**config.mk**
```make
export PLATFORM = sky130hd
export DESIGN_NAME = boot_sequencer
export DESIGN_NICKNAME = d
export VERILOG_FILES = /design/src/rtl/boot_sequencer.sv
export SDC_FILE = /design/constraint.sdc
export NUM_CORES = 1
export LEC_CHECK = 0
export BUFFER_PORTS_ARGS = -buffer_cell sky130_fd_sc_hd__buf_2
export CAP_MARGIN = 10
export CORE_ASPECT_RATIO = 2
export CORE_UTILIZATION = 55
export CTS_CLUSTER_DIAMETER = 120
export CTS_CLUSTER_SIZE = 8
export DETAILED_ROUTE_END_ITERATION = 6
export PLACE_DENSITY = 0.73
export SKIP_LAST_GASP = 1
export SYNTH_ARGS = -nofsm -noshare
export SYNTH_HDL_FRONTEND = slang
export SYNTH_SLANG_ARGS = --single-unit
```
**constraint.sdc**
```tcl
create_clock -name clk -period 2.3 [get_ports clk]
set_input_delay 0.115 -clock clk [delete_from_list [all_inputs] [get_ports clk]]
set_output_delay 0.115 -clock clk [all_outputs]
set_load 0.01 [all_outputs]
```
**src/rtl/boot_sequencer.sv**
```systemverilog
// boot_sequencer: holds the USB core in reset until the PLL settles, opens a
// bounded enumeration window, then warm-boots into the user image on timeout
// or after an accepted DFU detach (deferred while a flash write is in flight).
module boot_sequencer #(
  parameter logic [31:0] RESET_CYCLES = 32'd12000,
  parameter logic [31:0] BOOT_TIMEOUT = 32'd36000000,
  parameter logic [31:0] DETACH_DELAY = 32'd12000,
  parameter logic [1:0]  USER_IMAGE   = 2'b01
) (
  input  logic       clk,
  input  logic       reset_n,
  input  logic       pll_locked,
  input  logic       usb_active,
  input  logic       dfu_detach,
  input  logic       dfu_busy,
  output logic       core_reset,
  output logic       boot,
  output logic [1:0] boot_img,
  output logic [2:0] seq_state
);

  typedef enum logic [2:0] {
    ST_LOCK_WAIT   = 3'd0,
    ST_RESET       = 3'd1,
    ST_WAIT_HOST   = 3'd2,
    ST_STAY        = 3'd3,
    ST_DETACH_WAIT = 3'd4,
    ST_BOOT        = 3'd5
  } state_t;

  state_t      state_r, state_s;
  logic [31:0] cnt_r, cnt_s;
  logic [31:0] cnt_dec_s;
  logic        cnt_last_s;
  logic        detach_pend_r, detach_pend_s;
  logic        core_reset_r, core_reset_s;
  logic        boot_r, boot_s;
  logic [1:0]  boot_img_r;

  // Saturating countdown: a zero count (BOOT_TIMEOUT==0) stays frozen and never expires.
  always_comb begin
    cnt_dec_s  = cnt_r;
    cnt_last_s = (cnt_r == 32'd1);
    if (cnt_r != 32'd0) begin
      cnt_dec_s = cnt_r - 32'd1;
    end else begin
      cnt_dec_s = cnt_r;
    end
  end

  // Next-state, counter reload and next output values.
  always_comb begin
    state_s       = state_r;
    cnt_s         = cnt_r;
    detach_pend_s = detach_pend_r;
    core_reset_s  = core_reset_r;
    boot_s        = boot_r;
    case (state_r)
      ST_LOCK_WAIT: begin
        core_reset_s = 1'b1;
        if (pll_locked) begin
          state_s = ST_RESET;
          cnt_s   = RESET_CYCLES;
        end else begin
          state_s = ST_LOCK_WAIT;
        end
      end
      ST_RESET: begin
        core_reset_s = 1'b1;
        cnt_s        = cnt_dec_s;
        if (!pll_locked) begin
          state_s = ST_LOCK_WAIT;
          cnt_s   = 32'd0;
        end else if (cnt_last_s) begin
          state_s      = ST_WAIT_HOST;
          cnt_s        = BOOT_TIMEOUT;
          core_reset_s = 1'b0;
        end else begin
          state_s = ST_RESET;
        end
      end
      ST_WAIT_HOST: begin
        cnt_s = cnt_dec_s;
        if (!pll_locked) begin
          state_s      = ST_LOCK_WAIT;
          cnt_s        = 32'd0;
          core_reset_s = 1'b1;
        end else if (dfu_detach) begin
          state_s = ST_DETACH_WAIT;
          cnt_s   = DETACH_DELAY;
        end else if (usb_active) begin
          // Activity beats a same-cycle timeout: an attached host is never dropped.
          state_s = ST_STAY;
          cnt_s   = 32'd0;
        end else if (cnt_last_s) begin
          state_s = ST_BOOT;
          boot_s  = 1'b1;
        end else begin
          state_s = ST_WAIT_HOST;
        end
      end
      ST_STAY: begin
        if (dfu_detach || detach_pend_r) begin
          if (dfu_busy) begin
            detach_pend_s = 1'b1;
          end else begin
            state_s       = ST_DETACH_WAIT;
            cnt_s         = DETACH_DELAY;
            detach_pend_s = 1'b0;
          end
        end else begin
          state_s = ST_STAY;
        end
      end
      ST_DETACH_WAIT: begin
        if (cnt_last_s) begin
          if (!dfu_busy) begin
            state_s = ST_BOOT;
            boot_s  = 1'b1;
          end else begin
            // Hold at the last count until the flash write completes.
            cnt_s = cnt_r;
          end
        end else begin
          cnt_s = cnt_dec_s;
        end
      end
      ST_BOOT: begin
        state_s = ST_BOOT;
        boot_s  = 1'b1;
      end
      default: begin
        state_s       = ST_LOCK_WAIT;
        cnt_s         = 32'd0;
        detach_pend_s = 1'b0;
        core_reset_s  = 1'b1;
        boot_s        = 1'b0;
      end
    endcase
  end

  // State, counter and registered outputs with synchronous active-low reset.
  always_ff @(posedge clk) begin
    if (!reset_n) begin
      state_r       <= ST_LOCK_WAIT;
      cnt_r         <= 32'd0;
      detach_pend_r <= 1'b0;
      core_reset_r  <= 1'b1;
      boot_r        <= 1'b0;
      boot_img_r    <= USER_IMAGE;
    end else begin
      state_r       <= state_s;
      cnt_r         <= cnt_s;
      detach_pend_r <= detach_pend_s;
      core_reset_r  <= core_reset_s;
      boot_r        <= boot_s;
      boot_img_r    <= USER_IMAGE;
    end
  end

  assign core_reset = core_reset_r;
  assign boot       = boot_r;
  assign boot_img   = boot_img_r;
  assign seq_state  = state_r;

endmodule

```
==> summary.md, run 1 <==
| Metric | Value |
|---|---|
| Static leakage | `1.45 nW` |
| Combined area of the multi-input logic cells | `1750 sq um` |
| Largest delay share family, worst path | `simple AND/OR/NAND/NOR gates` |
| Pin count of the biggest net entering global routing | `15` |
| Final min period | `2530 ps` |
| # Max-Cap Violations | `0` |
| Critical path endpoint category | `flop` |
| Endpoint arrival time on the critical path | `2760 ps` |
| Unrepaired setup endpoints after global routing | `true` |
| Avg Vias per Cell | `6.84` |
| Mean instance size in the synthesized netlist | `8.07 sq um` |
| Proportion of power drawn by combinational gates | `33.0%` |
| Utilization of the core after routing | `82.0%` |
| Sequential share of the synthesized area | `29.8%` |
| Primary flip-flop cell chosen by synthesis mapping | `dfxtp_1` |
| Longest individual stage delay on the worst path | `560 ps` |
| Worst-skew pair later-pin latency | `310 ps` |
| Cell count after placement | `430` |
| Antenna diode count | `0` |
| Number of port buffers | `10` |
| # setup viols final | `36` |
| Net count of the mapped netlist | `324` |
| Die span in y | `98.3 microns` |
| Vias after detailed routing | `3,139` |
| # H-tree levels | `2` |
| TNS Setup | `-5430 ps` |
| Clk sinks | `38` |
| Antenna violations before repair | `0` |
| Maximum clock insertion buffer count | `2` |
| Number of buffers and inverters on the critical path | `5` |
| Antenna viol nets, final | `0` |
| Worst-path clk slew | `90 ps` |
| Layout filler cell count | `268` |
| FF+latch area | `763 sq um` |
| Area overhead of the layout relative to synthesis | `40.8%` |
| Core region area | `4380 sq um` |
| Routed WL | `9990 microns` |
| Top-level I/O count | `13` |
| Wire length of the first global-routing pass | `14,200 microns` |
| Yosys cell types | `62` |
| Internal power component | `1.31 mW` |
| Fraction of final layout cells sized beyond drive strength 1 | `39.3%` |
| Ordered list of cells on the worst path | `or4_4 -> buf_6 -> nor4_4 -> nand3_2 -> o41ai_4 -> buf_4 -> buf_6 -> buf_12 -> buf_4 -> o41ai_1 -> a21oi_1` |
| Remaining Overflow, GRT | `0` |
| Standard-cell rows | `34` |
| Initial DRC count | `165` |
| Final hold violations | `0` |
| Share of total power in sequential cells | `36.6%` |
| Worst Slack Setup Final | `-227 ps` |
| Worst Max-Slew Pin Slew | `880 ps` |
| Number of instances in the synthesized netlist | `316` |
| Post-Syn Area | `2550 sq um` |
| HP Class | `in2reg` |
| Asr flop ratio synth | `0%` |
| Run status | `complete, but fails checks` |
| Full die area | `4930 sq um` |
| Detailed-router iteration count before antenna repair | `6` |
| Final period utilization | `110%` |
| Effective utilization at floorplan | `58.2%` |
| Final Non-Filler Cells | `459` |
| Net switching fraction of the power | `33.0%` |
| Proportion of power drawn by the clock network | `30.4%` |
| Setup skew after layout | `12.3 ps` |
| Power density over the cells | `543 nW/um^2` |
| Power Total | `1.95 mW` |
| Crit start category | `flop` |
| Number of CTS-inserted buffers | `5` |
| Fmax | `396 MHz` |
| Library cell contributing the largest single delay on the critical path | `or4_4` |
| TritonCTS clock tree | `yes` |
| Die width | `50.2 microns` |
| Critical path peak fanout | `8` |
| Violations in the final reports | `setup timing` |
| Remaining max-slew budget at the tightest pin | `41.1%` |
| Max IR drop VDD | `681 uV` |
| Post-synth EDFFs | `0` |
| GRT Total Usage | `38.3%` |
| Final HPWL DP | `5950 microns` |
| Data required, critical path | `2530 ps` |
| Placer's final routability congestion estimate | `0.894` |
| Crit Path Category | `reg2reg` |
| Yosys Warn Count | `0` |
| Total number of nets in the final design | `412` |
| Psw | `0.644 mW` |
| Drc violations | `0` |
| Number of global-route vias before repair | `2,983` |
| Count of hold buffers inserted by post-cts repair | `0` |
| Pins Over Slew Limit | `0` |
| Register bit total from synthesis | `38` |
| Per-cell routed wire length | `21.8 microns` |
| CTS Root Buffer Type | `clkbuf_8` |
## registers in the layout (all words and copies together), names as in the netlist
name           count
cnt_r             32
seq_state          3
boot               1
core_reset         1
detach_pend_r      1
## cell families after synthesis
group | Yosys count | synth area share (%)
xor+xnor | 5 | 1.72
simple gates | 132 | 31.4
compound gates | 102 | 28.5
other cells | 2 | 0.294
buf+inv | 35 | 7.26
fa+ha+maj | 2 | 0.981
flops | 38 | 29.8
## Yosys cell counts (5+ instances only)
cell | number | area [sq um]
or3_1 | 11 | 68.8
nor2_1 | 27 | 101
clkbuf_1 | 15 | 56.3
a21oi_1 | 31 | 155
nand2_1 | 16 | 60.1
o31ai_1 | 6 | 45.0
or4_1 | 16 | 120
nor4_1 | 5 | 31.3
nor2b_1 | 5 | 31.3
nand3_1 | 14 | 70.1
a31oi_1 | 12 | 75.1
inv_1 | 11 | 41.3
o21ai_1 | 6 | 30.0
nor3_1 | 11 | 55.1
dfxtp_1 | 38 | 761
xor2_1 | 5 | 43.8
## layout make-up
type	count	share of cell area [%]
Inverter	11	1.15
Clock inverter	3	1.25
Clock buffer	5	1.92
Sequential cell	38	21.2
Multi-Input combinational cell	243	48.7
Tap cell	54	1.88
Timing Repair Buffer	105	23.9
## power groups by stage
stage	clock network, mW	logic, mW	registers (mW)
after floorplan	0	0.315	0.719
after global placement	0	0.501	0.722
after detailed placement	0	0.513	0.724
after CTS	0.586	0.559	0.709
after global routing	0.620	0.679	0.716
final	0.592	0.644	0.713
## through the flow
| stage | setup slack (ps) | instance area, sq um | hold WS [ps] |
|---|---|---|---|
| 3_3_place_gp | -82.1 | 3120 | 427 |
| 4_1_cts | -142 | 3390 | 131 |
| 5_1_grt | -376 | 3590 | 144 |
| 6_report | -227 | 3590 | 141 |
| 2_1_floorplan | -167 | 2590 | 319 |
| 3_5_place_dp | -120 | 3120 | 431 |
## final timing paths
kind	start	to	slack, ps	cells after the start
max	cnt_r[16]$_SDFFE_PN0P_	cnt_r[17]$_SDFFE_PN0P_	-230	11
min	reset_n	core_reset$_SDFFE_PN1P_	140	2
max reg2reg	cnt_r[16]$_SDFFE_PN0P_	cnt_r[17]$_SDFFE_PN0P_	-230	11
min reg2reg	boot$_SDFFE_PN0P_	boot$_SDFFE_PN0P_	440	2
## what timing repair did
item,4_1_cts,5_1_grt
hold endpoints to repair,0,0
buffers inserted,8,11
setup endpoints to repair,34,37
pin swaps,6,14
gates cloned,1,1
gates resized for setup,17,26
## metal layers
| layer | global-route usage, % | up-vias | routed length (microns) |
|---|---|---|---|
| li1 | - | 1387 | - |
| met1 | 35.4 | 1478 | 3330 |
| met2 | 68.0 | 188 | 5090 |
| met3 | 6.07 | 86 | 593 |
| met4 | 34.1 | 0 | 978 |
| met5 | 0 | - | 0 |
## worst register-to-register path, stage by stage (launching register included)
cell and delay (ps):
dfxtp_2 330, or4_4 560, buf_6 150, nor4_4 250
nand3_2 160, o41ai_4 280, buf_4 180, buf_6 100
buf_12 120, buf_4 110, o41ai_1 80, a21oi_1 130
## layout by cell type, fill, tap and decap left out, types with 10 or more instances in the layout
cell type,instances
nor2_1,24
buf_4,77
or4_1,14
buf_2,11
nand2_1,16
a31oi_1,11
a21oi_1,25
nand3_1,12
inv_1,11
nor3_1,10
dfxtp_1,36
buf_6,14
or3_1,10
(Power assumes the default switching activity.)
==> run 2: changes to the inputs <==
Settings changed: ABC_CLOCK_PERIOD_IN_PS set to 2300, CELL_PAD_IN_SITES_DETAIL_PLACEMENT set to 1, CELL_PAD_IN_SITES_GLOBAL_PLACEMENT set to 2, CORE_UTILIZATION 55 to 33, PLACE_DENSITY 0.73 to 0.72.
==> run 2 against run 1 <==
Effect of this change: the run still ends with setup timing left; register-to-register slack better by 30 ps; core utilization is 31 points lower; die area is 64% higher; combinational power is 9.3% higher; first-iteration DRC count is 55% lower; cell count is 9.6% higher; clock power is 37% higher; critical path depth is 1 lower.
==> summary.md, run 2 (synthesis results as in run 1) <==
| Metric | Value |
|---|---|
| Run status | `complete, but fails checks` |
| Violations in the final reports | `setup timing` |
| Clk sinks | `38 (unchanged)` |
| Number of buffers and inverters on the critical path | `4 (-1)` |
| Critical path endpoint category | `flop` |
| Hold Startpoint | `reset_n` |
| Detailed-router iteration count before antenna repair | `4 (-2)` |
| Initial DRC count | `75 (-55%)` |
| Number of CTS-inserted buffers | `5 (unchanged)` |
| Avg Vias per Cell | `5.87 (-14%)` |
| # Max-Cap Violations | `0 (unchanged)` |
| Endpoint arrival time on the critical path | `2670 ps (-90 ps)` |
| Full die area | `8110 sq um (+64%)` |
| Worst-path clk slew | `60 ps (-30 ps)` |
| Library cell contributing the largest single delay on the critical path | `or4_4` |
| HP Class | `in2reg` |
| Core region area | `7540 sq um (+72%)` |
| Pins Over Slew Limit | `0 (unchanged)` |
| Max IR drop VDD | `385 uV (-43%)` |
| Most common cell after layout, fill and taps aside | `buf_4` |
| Placer's final routability congestion estimate | `0.803 (-10%)` |
| Drc violations | `0 (unchanged)` |
| Hold Path Depth | `2 (unchanged)` |
| Most used cell along the critical path | `buf_6` |
| TNS Setup | `-4420 ps (+1010 ps)` |
| Number of global-route vias before repair | `3,298 (+11%)` |
| Finished layout cell area | `3860 sq um (+7.5%)` |
| Crit Path Category | `reg2reg` |
| Cell count after placement | `478 (+11%)` |
| Critical Path Start | `cnt_r[24]$_SDFFE_PN0P_` |
| Total number of nets in the final design | `416 (+0.97%)` |
| # H-tree levels | `2 (unchanged)` |
| Ordered list of cells on the worst path | `or4_4 -> buf_6 -> nor3_4 -> buf_6 -> buf_4 -> nand4_4 -> a21oi_4 -> buf_6 -> nor2_1 -> o311a_1` |
| Die width | `64.2 microns (+28%)` |
| Largest delay share family, worst path | `simple AND/OR/NAND/NOR gates` |
| Pre-CTS setup slack | `-256 ps (-136 ps)` |
| Number of port buffers | `10 (unchanged)` |
| CTS Root Buffer Type | `clkbuf_16` |
| Commonest non-fill, non-tap cells in the layout | `buf_4, dfxtp_1, nor2_1` |
| Effective utilization at floorplan | `33.8% (-24 points)` |
| Static leakage | `1.53 nW (+5.6%)` |
| Final hold violations | `0 (unchanged)` |
| Die span in y | `126 microns (+29%)` |
| Power density over the cells | `575 nW/um^2 (+6.0%)` |
| Worst Reg2Reg Path Length in Cells | `10 (-1)` |
| GRT Total Usage | `27.2% (-11 points)` |
| Standard-cell rows | `45 (+32%)` |
| Worst Slack Setup Final | `-194 ps (+32.6 ps)` |
| Maximum clock insertion buffer count | `2 (unchanged)` |
| Worst-skew pair later-pin latency | `300 ps (about the same)` |
| Worst Hold Path EP | `core_reset$_SDFFE_PN1P_` |
| Critical path peak fanout | `4 (-4)` |
| Antenna diode count | `0 (unchanged)` |
| Final period utilization | `108% (-1.4 points)` |
| Final min period | `2490 ps (-32.6 ps)` |
| Pin count of the biggest net entering global routing | `15 (unchanged)` |
| Worst Max-Slew Pin Slew | `652 ps (-228 ps)` |
| Cell area reported after detailed placement | `3240 sq um (+3.9%)` |
| Crit start category | `flop` |
| Fraction of final layout cells sized beyond drive strength 1 | `42.3% (+3.0 points)` |
| Unrepaired setup endpoints after global routing | `true` |
| Data required, critical path | `2480 ps (-50 ps)` |
| Launch instance of the worst register-to-register path | `cnt_r[24]$_SDFFE_PN0P_` |
| Final Non-Filler Cells | `503 (+9.6%)` |
| Fmax | `401 MHz (+1.3%)` |
| Longest individual stage delay on the worst path | `580 ps (+20 ps)` |
| TritonCTS clock tree | `yes` |
| Top-level I/O count | `13 (unchanged)` |
| Routed WL | `10,800 microns (+7.8%)` |
| Power Total | `2.22 mW (+14%)` |
| Remaining max-slew budget at the tightest pin | `56.5% (+15 points)` |
| Setup skew after layout | `11.2 ps (-1.08 ps)` |
| Area overhead of the layout relative to synthesis | `51.3%` |
| Remaining Overflow, GRT | `0 (unchanged)` |
| Wire length of the first global-routing pass | `16,500 microns (+16%)` |
| Most flops, register | `cnt_r` |
| # setup viols final | `35 (-2.8%)` |
| Antenna viol nets, final | `0 (unchanged)` |
| Antenna violations before repair | `0 (unchanged)` |
| Worst R2R End | `cnt_r[5]$_SDFFE_PN0P_` |
| Setup slack, reg-to-reg | `-190 ps (+30 ps)` |
| Final HPWL DP | `7340 microns (+23%)` |
| Vias after detailed routing | `2,953 (-5.9%)` |
| Per-cell routed wire length | `21.4 microns (-1.6%)` |
| Max reg flops | `32 (unchanged)` |
[run 2: report_power, final]
part | switching [mW] | total [mW] | internal [mW]
Clock | 0.300 | 0.809 | 0.508
Sequential | 0.0258 | 0.709 | 0.683
Combinational | 0.372 | 0.704 | 0.332
[run 2: how the worst max path moves through the flow]
stage	slack [ps]	end	cells past startpoint
finish	-190	cnt_r[5]$_SDFFE_PN0P_	10
global route	-290	cnt_r[5]$_SDFFE_PN0P_	10
CTS	-180	cnt_r[27]$_SDFFE_PN0P_	6
detailed placement	-260	cnt_r[20]$_SDFFE_PN0P_	8
global placement	-220	cnt_r[27]$_SDFFE_PN0P_	6
floorplan	-170	cnt_r[6]$_SDFFE_PN0P_	8
[run 2: layer usage]
| layer | vias to the layer above | global-route usage (%) | wire length [microns] |
|---|---|---|---|
| li1 | 1393 | - | - |
| met1 | 1445 | 21.9 | 3490 |
| met2 | 71 | 55.3 | 6370 |
| met3 | 44 | 4.14 | 263 |
| met4 | 0 | 19.6 | 644 |
| met5 | - | 0 | 0 |
[run 2: repair_timing]
item                                   CTS  global route
cloned                                   2             0
setup endpoints to repair               34            36
pin swaps                               14            17
hold buffers                             0             0
gates resized for setup                 44            21
endpoints found under the hold margin    0             0
setup buffers                           10             5
[run 2: worst register-to-register path: cells and delay by family (launching register included)]
| kind | cells | cell delay, ps |
|---|---|---|
| AND/OR/NAND/NOR | 4 | 930 |
| buffers and inverters | 4 | 580 |
| AO/OA/AOI/OAI | 2 | 570 |
| flip-flops | 1 | 310 |
[run 2: area by class of cell]
type / count / area (sq um)
well taps: 94 / 118
flip-flops and latches: 38 / 763
fillers: 917 / 3680
inverters: 11 / 41.3
clock inverters: 3 / 40.0
multi-input cells: 243 / 1830
clock buffers: 5 / 125
repair buffers: 109 / 947
[run 2: stage by stage]
| stage | utilization, % | hold WS, ps |
|---|---|---|
| 2_1_floorplan | - | 319 |
| 3_5_place_dp | 43.0 | 441 |
| 4_1_cts | 49.5 | 142 |
| 5_1_grt | 51.2 | 160 |
| 6_report | 51.2 | 150 |
| 3_3_place_gp | 43.0 | 431 |
